[config.mk]
export PLATFORM = sky130hd
export DESIGN_NAME = stage_if
export DESIGN_NICKNAME = d
export VERILOG_FILES = /design/src/rtl/stage_if_pkg.sv /design/src/rtl/if_byte_assembler.sv /design/src/rtl/stage_if.sv
export SDC_FILE = /design/constraint.sdc
export NUM_CORES = 1
export LEC_CHECK = 0
export CAP_MARGIN = 20
export CORE_MARGIN = 8
export CORE_UTILIZATION = 45
export DETAILED_ROUTE_END_ITERATION = 8
export PLACE_DENSITY_LB_ADDON = 0.15
export SLEW_MARGIN = 20
export SYNTH_ARGS = -nofsm -noshare
export SYNTH_HDL_FRONTEND = slang
export SYNTH_SLANG_ARGS = --single-unit
[constraint.sdc]
create_clock -name clk -period 13.1 [get_ports clk]
set_clock_uncertainty 0.2 [all_clocks]
set_input_delay 2.62 -clock clk [delete_from_list [all_inputs] [get_ports clk]]
set_output_delay 2.62 -clock clk [all_outputs]
set_load 0.02 [all_outputs]
[src/rtl/stage_if_pkg.sv]
// Shared types and constants for the instruction-fetch stage.
//   - Bus widths for instruction address/data and the byte-wide memory port.
//   - IF FSM state encoding, fetch byte count and the counter width.
//   - if_id_t: the {pc, inst} payload handed to the if_id register.
package stage_if_pkg;

  localparam int unsigned INST_ADDR_W = 32;  // InstAddrBus
  localparam int unsigned INST_W      = 32;  // InstBus
  localparam int unsigned MEM_ADDR_W  = 32;  // memory request address width
  localparam int unsigned MEM_DATA_W  = 8;   // memory request data width
  localparam int unsigned FETCH_BYTES = 4;
  localparam int unsigned CNT_W       = 3;   // must be able to hold FETCH_BYTES

  typedef logic [INST_ADDR_W-1:0] inst_addr_t;
  typedef logic [INST_W-1:0]      inst_t;
  typedef logic [MEM_ADDR_W-1:0]  mem_addr_t;
  typedef logic [MEM_DATA_W-1:0]  mem_data_t;
  typedef logic [CNT_W-1:0]       byte_cnt_t;

  localparam byte_cnt_t BYTES_DONE = CNT_W'(FETCH_BYTES);
  localparam byte_cnt_t LAST_LANE  = CNT_W'(FETCH_BYTES - 1);

  typedef enum logic [0:0] {
    S_FETCH = 1'b0,  // bytes still outstanding
    S_FULL  = 1'b1   // word complete, waiting for the output register
  } if_state_e;

  typedef struct packed {
    inst_addr_t pc;
    inst_t      inst;
  } if_id_t;

  // Replace byte lane `lane` of `w` with `b` (little-endian lanes).
  function automatic inst_t insert_byte(input inst_t w, input byte_cnt_t lane,
                                        input mem_data_t b);
    inst_t r;
    r = w;
    for (int unsigned k = 0; k < FETCH_BYTES; k++) begin
      if (lane == CNT_W'(k)) r[k*MEM_DATA_W +: MEM_DATA_W] = b;
    end
    return r;
  endfunction

endpackage

[src/rtl/if_byte_assembler.sv]
// Collects the four returning instruction bytes into one little-endian word.
// Ports:
//   clk, rst      clock, synchronous active-high reset
//   gnt           a byte request was granted this cycle (data returns next cycle)
//   flush         redirect accepted: discard partial word, drop the byte granted now
//   clear         completed word taken by the output register; restart at lane 0
//   data          returning memory byte
//   complete_c    word complete this cycle (includes a final byte arriving now)
//   word_c        assembled word including any byte arriving this cycle
module if_byte_assembler
  import stage_if_pkg::*;
(
  input  logic                  clk,
  input  logic                  rst,
  input  logic                  gnt,
  input  logic                  flush,
  input  logic                  clear,
  input  logic [MEM_DATA_W-1:0] data,
  output logic                  complete_c,
  output logic [INST_W-1:0]     word_c
);

  logic      pend;      // a granted byte lands on data this cycle
  logic      drop;      // that byte belongs to a flushed fetch
  byte_cnt_t rcv;
  inst_t     asm_word;
  logic      capture_c;

  assign capture_c = pend & ~drop;

  // Completing in the same cycle as the last byte saves a cycle of latency.
  assign complete_c = (rcv == BYTES_DONE) | ((rcv == LAST_LANE) & capture_c);

  always_comb begin
    word_c = asm_word;
    if (capture_c) word_c = insert_byte(asm_word, rcv, data);
  end

  // Receive counter, lane writes and drop flag.
  always_ff @(posedge clk) begin
    if (rst) begin
      pend     <= 1'b0;
      drop     <= 1'b0;
      rcv      <= '0;
      asm_word <= '0;
    end else begin
      pend <= gnt;
      drop <= flush & gnt;
      if (flush || clear) begin
        rcv      <= '0;
        asm_word <= '0;
      end else if (capture_c) begin
        rcv      <= rcv + CNT_W'(1);
        asm_word <= word_c;
      end
    end
  end

endmodule

[src/rtl/stage_if.sv]
// Instruction-fetch stage: holds the PC, fetches each instruction as four byte
// reads over the shared memory port and presents {pc, inst, valid} to if_id.
// Ports:
//   clk, rst            clock, synchronous active-high reset
//   rdy                 run enable; 0 freezes the stage (returning bytes still land)
//   mem_req_o/addr_o    byte-read request and its address
//   mem_grant_i         arbiter accepted the request this cycle
//   mem_data_i          read byte, one cycle after the grant
//   stall_i             downstream cannot take the output this cycle
//   branch_enable_i     redirect pulse from decode, target branch_addr_i
//   pc_o, inst_o        presented instruction and its address
//   valid_o             pc_o/inst_o hold a live instruction
module stage_if
  import stage_if_pkg::*;
#(
  parameter logic [INST_ADDR_W-1:0] RESET_PC = 32'h0000_0000
) (
  input  logic                   clk,
  input  logic                   rst,
  input  logic                   rdy,
  output logic                   mem_req_o,
  output logic [MEM_ADDR_W-1:0]  mem_addr_o,
  input  logic                   mem_grant_i,
  input  logic [MEM_DATA_W-1:0]  mem_data_i,
  input  logic                   stall_i,
  input  logic                   branch_enable_i,
  input  logic [INST_ADDR_W-1:0] branch_addr_i,
  output logic [INST_ADDR_W-1:0] pc_o,
  output logic [INST_W-1:0]      inst_o,
  output logic                   valid_o
);

  if_state_e  state, state_nxt;
  inst_addr_t fetch_pc, fetch_pc_nxt;
  byte_cnt_t  iss, iss_nxt;
  if_id_t     out_q, out_nxt;
  logic       valid_q, valid_nxt;

  logic       redirect_c;
  logic       transfer_c;
  logic       req_c;
  logic       gnt_c;
  logic       complete_c;
  inst_t      word_c;
  inst_addr_t req_pc_c;
  byte_cnt_t  req_iss_c;

  if_byte_assembler u_asm (
    .clk        (clk),
    .rst        (rst),
    .gnt        (gnt_c),
    .flush      (redirect_c),
    .clear      (transfer_c),
    .data       (mem_data_i),
    .complete_c (complete_c),
    .word_c     (word_c)
  );

  assign redirect_c = rdy & branch_enable_i;
  assign transfer_c = rdy & ~branch_enable_i & complete_c & (~valid_q | ~stall_i);

  // On a transfer the next word's first byte is requested in the same cycle.
  always_comb begin
    req_pc_c  = fetch_pc;
    req_iss_c = iss;
    if (transfer_c) begin
      req_pc_c  = fetch_pc + INST_ADDR_W'(FETCH_BYTES);
      req_iss_c = '0;
    end
  end

  // Request port; the request stays up during a redirect so a grant there is dropped.
  always_comb begin
    req_c      = ~rst & rdy & (transfer_c | ((state == S_FETCH) & (iss < BYTES_DONE)));
    gnt_c      = req_c & mem_grant_i;
    mem_req_o  = req_c;
    mem_addr_o = '0;
    if (!rst) mem_addr_o = req_pc_c + INST_ADDR_W'(req_iss_c);
  end

  // Next-state: redirect, freeze, transfer/issue/consume in priority order.
  always_comb begin
    state_nxt    = state;
    fetch_pc_nxt = fetch_pc;
    iss_nxt      = iss;
    out_nxt      = out_q;
    valid_nxt    = valid_q;

    if (redirect_c) begin
      state_nxt    = S_FETCH;
      fetch_pc_nxt = branch_addr_i;
      iss_nxt      = '0;
      valid_nxt    = 1'b0;
    end else if (rdy) begin
      if (transfer_c) begin
        state_nxt    = S_FETCH;
        fetch_pc_nxt = req_pc_c;
        iss_nxt      = gnt_c ? CNT_W'(1) : '0;
        out_nxt.pc   = fetch_pc;
        out_nxt.inst = word_c;
        valid_nxt    = 1'b1;
      end else begin
        if (complete_c) state_nxt = S_FULL;
        if (gnt_c) iss_nxt = iss + CNT_W'(1);
        if (valid_q && !stall_i) valid_nxt = 1'b0;
      end
    end else if (complete_c) begin
      // A byte landing while frozen can still finish the word.
      state_nxt = S_FULL;
    end
  end

  always_ff @(posedge clk) begin
    if (rst) begin
      state    <= S_FETCH;
      fetch_pc <= RESET_PC;
      iss      <= '0;
      out_q    <= '0;
      valid_q  <= 1'b0;
    end else begin
      state    <= state_nxt;
      fetch_pc <= fetch_pc_nxt;
      iss      <= iss_nxt;
      out_q    <= out_nxt;
      valid_q  <= valid_nxt;
    end
  end

  assign pc_o    = out_q.pc;
  assign inst_o  = out_q.inst;
  assign valid_o = valid_q;

endmodule

==> flow_metrics.tcl <==
set metrics [dict create \
    status "completed" \
    ys_seq_area_share_pct 38.02 \
    crit_start "rdy" \
    synth.distinct_cells 73 \
    drt_iter0_drc 449 \
    fmax_mhz 96.00 \
    worstSetupPathType "in2out" \
    r2r_end "iss[1]" \
    r2r_slack_ns 9.09 \
    synthArstFlopShare_pct 0 \
    crit-reg2reg-launch "u_asm.rcv[0]" \
    crit_path_top_delay_cell "nor2b_1" \
    cts.clk_slew.worst_paths_ns 0.06 \
    yosys_register_bits 138 \
    slew_headroom_pct 30.45 \
    critPathMostFrequentCell "clkdlybuf4s50_1" \
    wirelength_um 20980 \
    tightest_slew_ns 1.039 \
    slowest_delay_ns 0.64 \
    setup_viol 0 \
    grt_overflow 0 \
    insertion_delay_ns 0.41 \
    finalCriticalPeriod_ns 10.42 \
    synth_top_area_cell "dfxtp_1" \
    p_leak_nw 3.135 \
    holdCritPathClass "reg2reg" \
    syn_area_um2 7266 \
    final_nets 1040 \
    cp.arrival_ns 7.60 \
    wl_per_cell_um 17.32 \
    drv_slew 0 \
    irDropWorstVdd_mv 0.08332 \
    grt_antenna_before_repair 2 \
    cellPowerDensity_nw_per_um2 108.1 \
    placed_area_um2 8697 \
    grt_pass1_vias 6380 \
    hpwl_um 14600 \
    ctsHtreeMaxLevel 4 \
    yosys_warnings 0 \
    vias 6627 \
    port_buffers 143 \
    synth_edf_count 0 \
    cts_sinks 138 \
    rsz0062_at_grt "no" \
    cts.path.max_buffers 2 \
    synth_common_cells "nor2_1 (140), dfxtp_1 (138), nand2_1 (117)" \
    core_um2 15830 \
    rows 46 \
    clk_root_buffer_cell "clkbuf_16" \
    synth.most_common_cell "nor2_1" \
    synth_top_area_share_pct 38.02 \
    post_cts_resized 0 \
    postLayoutCellArea_um2 9303 \
    p_total_w 0.001005 \
    path_max_fanout 30 \
    numCtsBuffers 17 \
    grt_max_degree 75 \
    syn2layout_area_growth_pct 28.04 \
    drc 0 \
    die_width_um 143.1 \
    hold_viol_final 0 \
    setup_tns_ns 0 \
    syn_avg_cell_area_um2 8.164 \
    rr_worst_depth 7 \
    end_kind "primary output" \
    synth_ff_type "dfxtp_1" \
    postCtsSetupBuffers 0 \
    first_pass_iters 5 \
    die-area_um2 20470 \
    grt_pass1_wl_um 34020 \
    synth.area.top_cells "dfxtp_1 (38%), nor2_1 (7.2%), nand2_1 (6.0%)" \
    fin_crit_sh_pct 79.52 \
    io_pins 144 \
    synth_cells 890 \
    ant_nets 0 \
    die_y_um 143.1 \
    place.gp.congestion 0.9063 \
    diodes 0 \
    crit_chain "clkdlybuf4s50_1, nor2b_1, o211ai_4, nand2_1, inv_1, ha_1, a21o_1, a21oi_1, a31oi_1, o211ai_1, nor2_1, nand4_2, o21a_1, nor3_2, clkdlybuf4s50_1" \
    start_util_pct 45.91 \
    cts_tree "done" \
    hold_buffers 0 \
    drive_above_1_share_pct 6.935 \
    drv_cap 0 \
    startpoint_type "input pin" \
    syn_nets 947 \
    grt_use_total_pct 20.82 \
    via_per_inst 5.472 \
    required_ns 10.28 \
    setup.worst_path.end "mem_addr_o[27]" \
    fill_cells 1521 \
]
==> per-stage QoR <==
| stage | utilization (%) | instances | worst slack, ns | hold slack [ns] |
|---|---|---|---|---|
| after floorplan | - | 890 | 4.288 | 0.2347 |
| after global placement | 54.95 | 1180 | 2.854 | 0.2427 |
| after detailed placement | 54.95 | 1180 | 2.676 | 0.2464 |
| after CTS | 58.77 | 1211 | 2.670 | 0.2544 |
| after global routing | 58.77 | 1211 | 2.359 | 0.2694 |
| final | 58.77 | 1211 | 2.683 | 0.2508 |
==> placed cells by master, fill, tap and decap left out, types with 3 or more instances in the layout <==
| master | netlist | final |
|---|---|---|
| a22oi_1 | 10 | 10 |
| nor2_1 | 140 | 140 |
| clkbuf_16 | 0 | 17 |
| nor4_4 | 3 | 3 |
| a41oi_1 | 4 | 4 |
| o21a_1 | 3 | 3 |
| and4_1 | 8 | 8 |
| a21o_1 | 3 | 3 |
| buf_4 | 3 | 7 |
| inv_1 | 13 | 13 |
| o211ai_1 | 4 | 4 |
| nand2_1 | 117 | 117 |
| a31oi_1 | 6 | 6 |
| nand3_1 | 16 | 15 |
| xor2_1 | 18 | 18 |
| bufinv_16 | 0 | 3 |
| o21ai_0 | 23 | 23 |
| o2111ai_1 | 3 | 3 |
| a21oi_1 | 62 | 62 |
| a221oi_1 | 12 | 12 |
| nand3b_1 | 4 | 4 |
| mux2i_1 | 34 | 34 |
| o31ai_1 | 3 | 3 |
| and2_1 | 15 | 15 |
| and3_1 | 8 | 8 |
| nor3_2 | 4 | 4 |
| a211oi_1 | 32 | 32 |
| nor3b_1 | 3 | 3 |
| xnor2_1 | 33 | 33 |
| ha_1 | 10 | 10 |
| nand4_2 | 3 | 3 |
| nand4_1 | 13 | 13 |
| clkdlybuf4s50_1 | 0 | 142 |
| nand4b_1 | 4 | 4 |
| dfxtp_1 | 138 | 138 |
| or4_1 | 3 | 3 |
| nor4_1 | 9 | 9 |
| nor3_1 | 12 | 12 |
| inv_6 | 0 | 4 |
==> cell families after synthesis <==
kind of cell	Yosys count	share of synthesized area (%)
AND/OR/NAND/NOR	381	26.18
flip-flops	138	38.02
AO/OA/AOI/OAI	187	17.82
XOR/XNOR	51	6.148
buffers and inverters	88	5.149
multiplexers	34	4.684
adder cells (fa/ha/maj)	11	1.998
==> registers in the layout (all words and copies together), names as in the netlist, 3 cells and up <==
register and flops:
fetch_pc 32, inst_o 32, iss 3, pc_o 32, u_asm.asm_word 32, u_asm.rcv 3
==> layout make-up <==
cell class                 instances  area [um2]  area share (%)
inverter                          13       48.80          0.5245
clock inverter                    12       162.7           1.748
clock buffer                      19       442.9           4.761
timing repair buffer             149        1474           15.84
multi-input combinational        664        4141           44.52
sequential                       138        2763           29.70
tap                              216       270.3           2.905
==> how the worst min path moves through the flow <==
stage / from / to / cells past startpoint
final: pc_o[14] / pc_o[14] / 2
after global routing: pc_o[8] / pc_o[8] / 2
after CTS: pc_o[17] / pc_o[17] / 2
after detailed placement: pc_o[17] / pc_o[17] / 2
after global placement: pc_o[9] / pc_o[9] / 2
after floorplan: state / state / 2
==> where the power goes <==
group          switching [W]  internal (W)
Combinational      0.0000397     0.0000331
Clock               0.000190      0.000306
Sequential         0.0000110      0.000426
Total               0.000240      0.000765
==> per-layer routing <==
metal | vias to the layer above | GRT usage [%] | part of all wire, %
met5 | - | 0 | 0.11
met4 | 4 | 6.096 | 1.7
met3 | 29 | 6.644 | 7.6
met2 | 179 | 33.17 | 45
met1 | 3105 | 26.29 | 45
li1 | 3310 | - | -
==> worst max-delay path: cells and delay by family <==
kind / cells / cell delay [ns]
AO/OA/AOI/OAI: 6 / 1.46
buffers and inverters: 3 / 1.27
AND/OR/NAND/NOR: 5 / 1.96
adder cells (fa/ha/maj): 1 / 0.26
No activity file was read; power rests on OpenSTA's default activity.
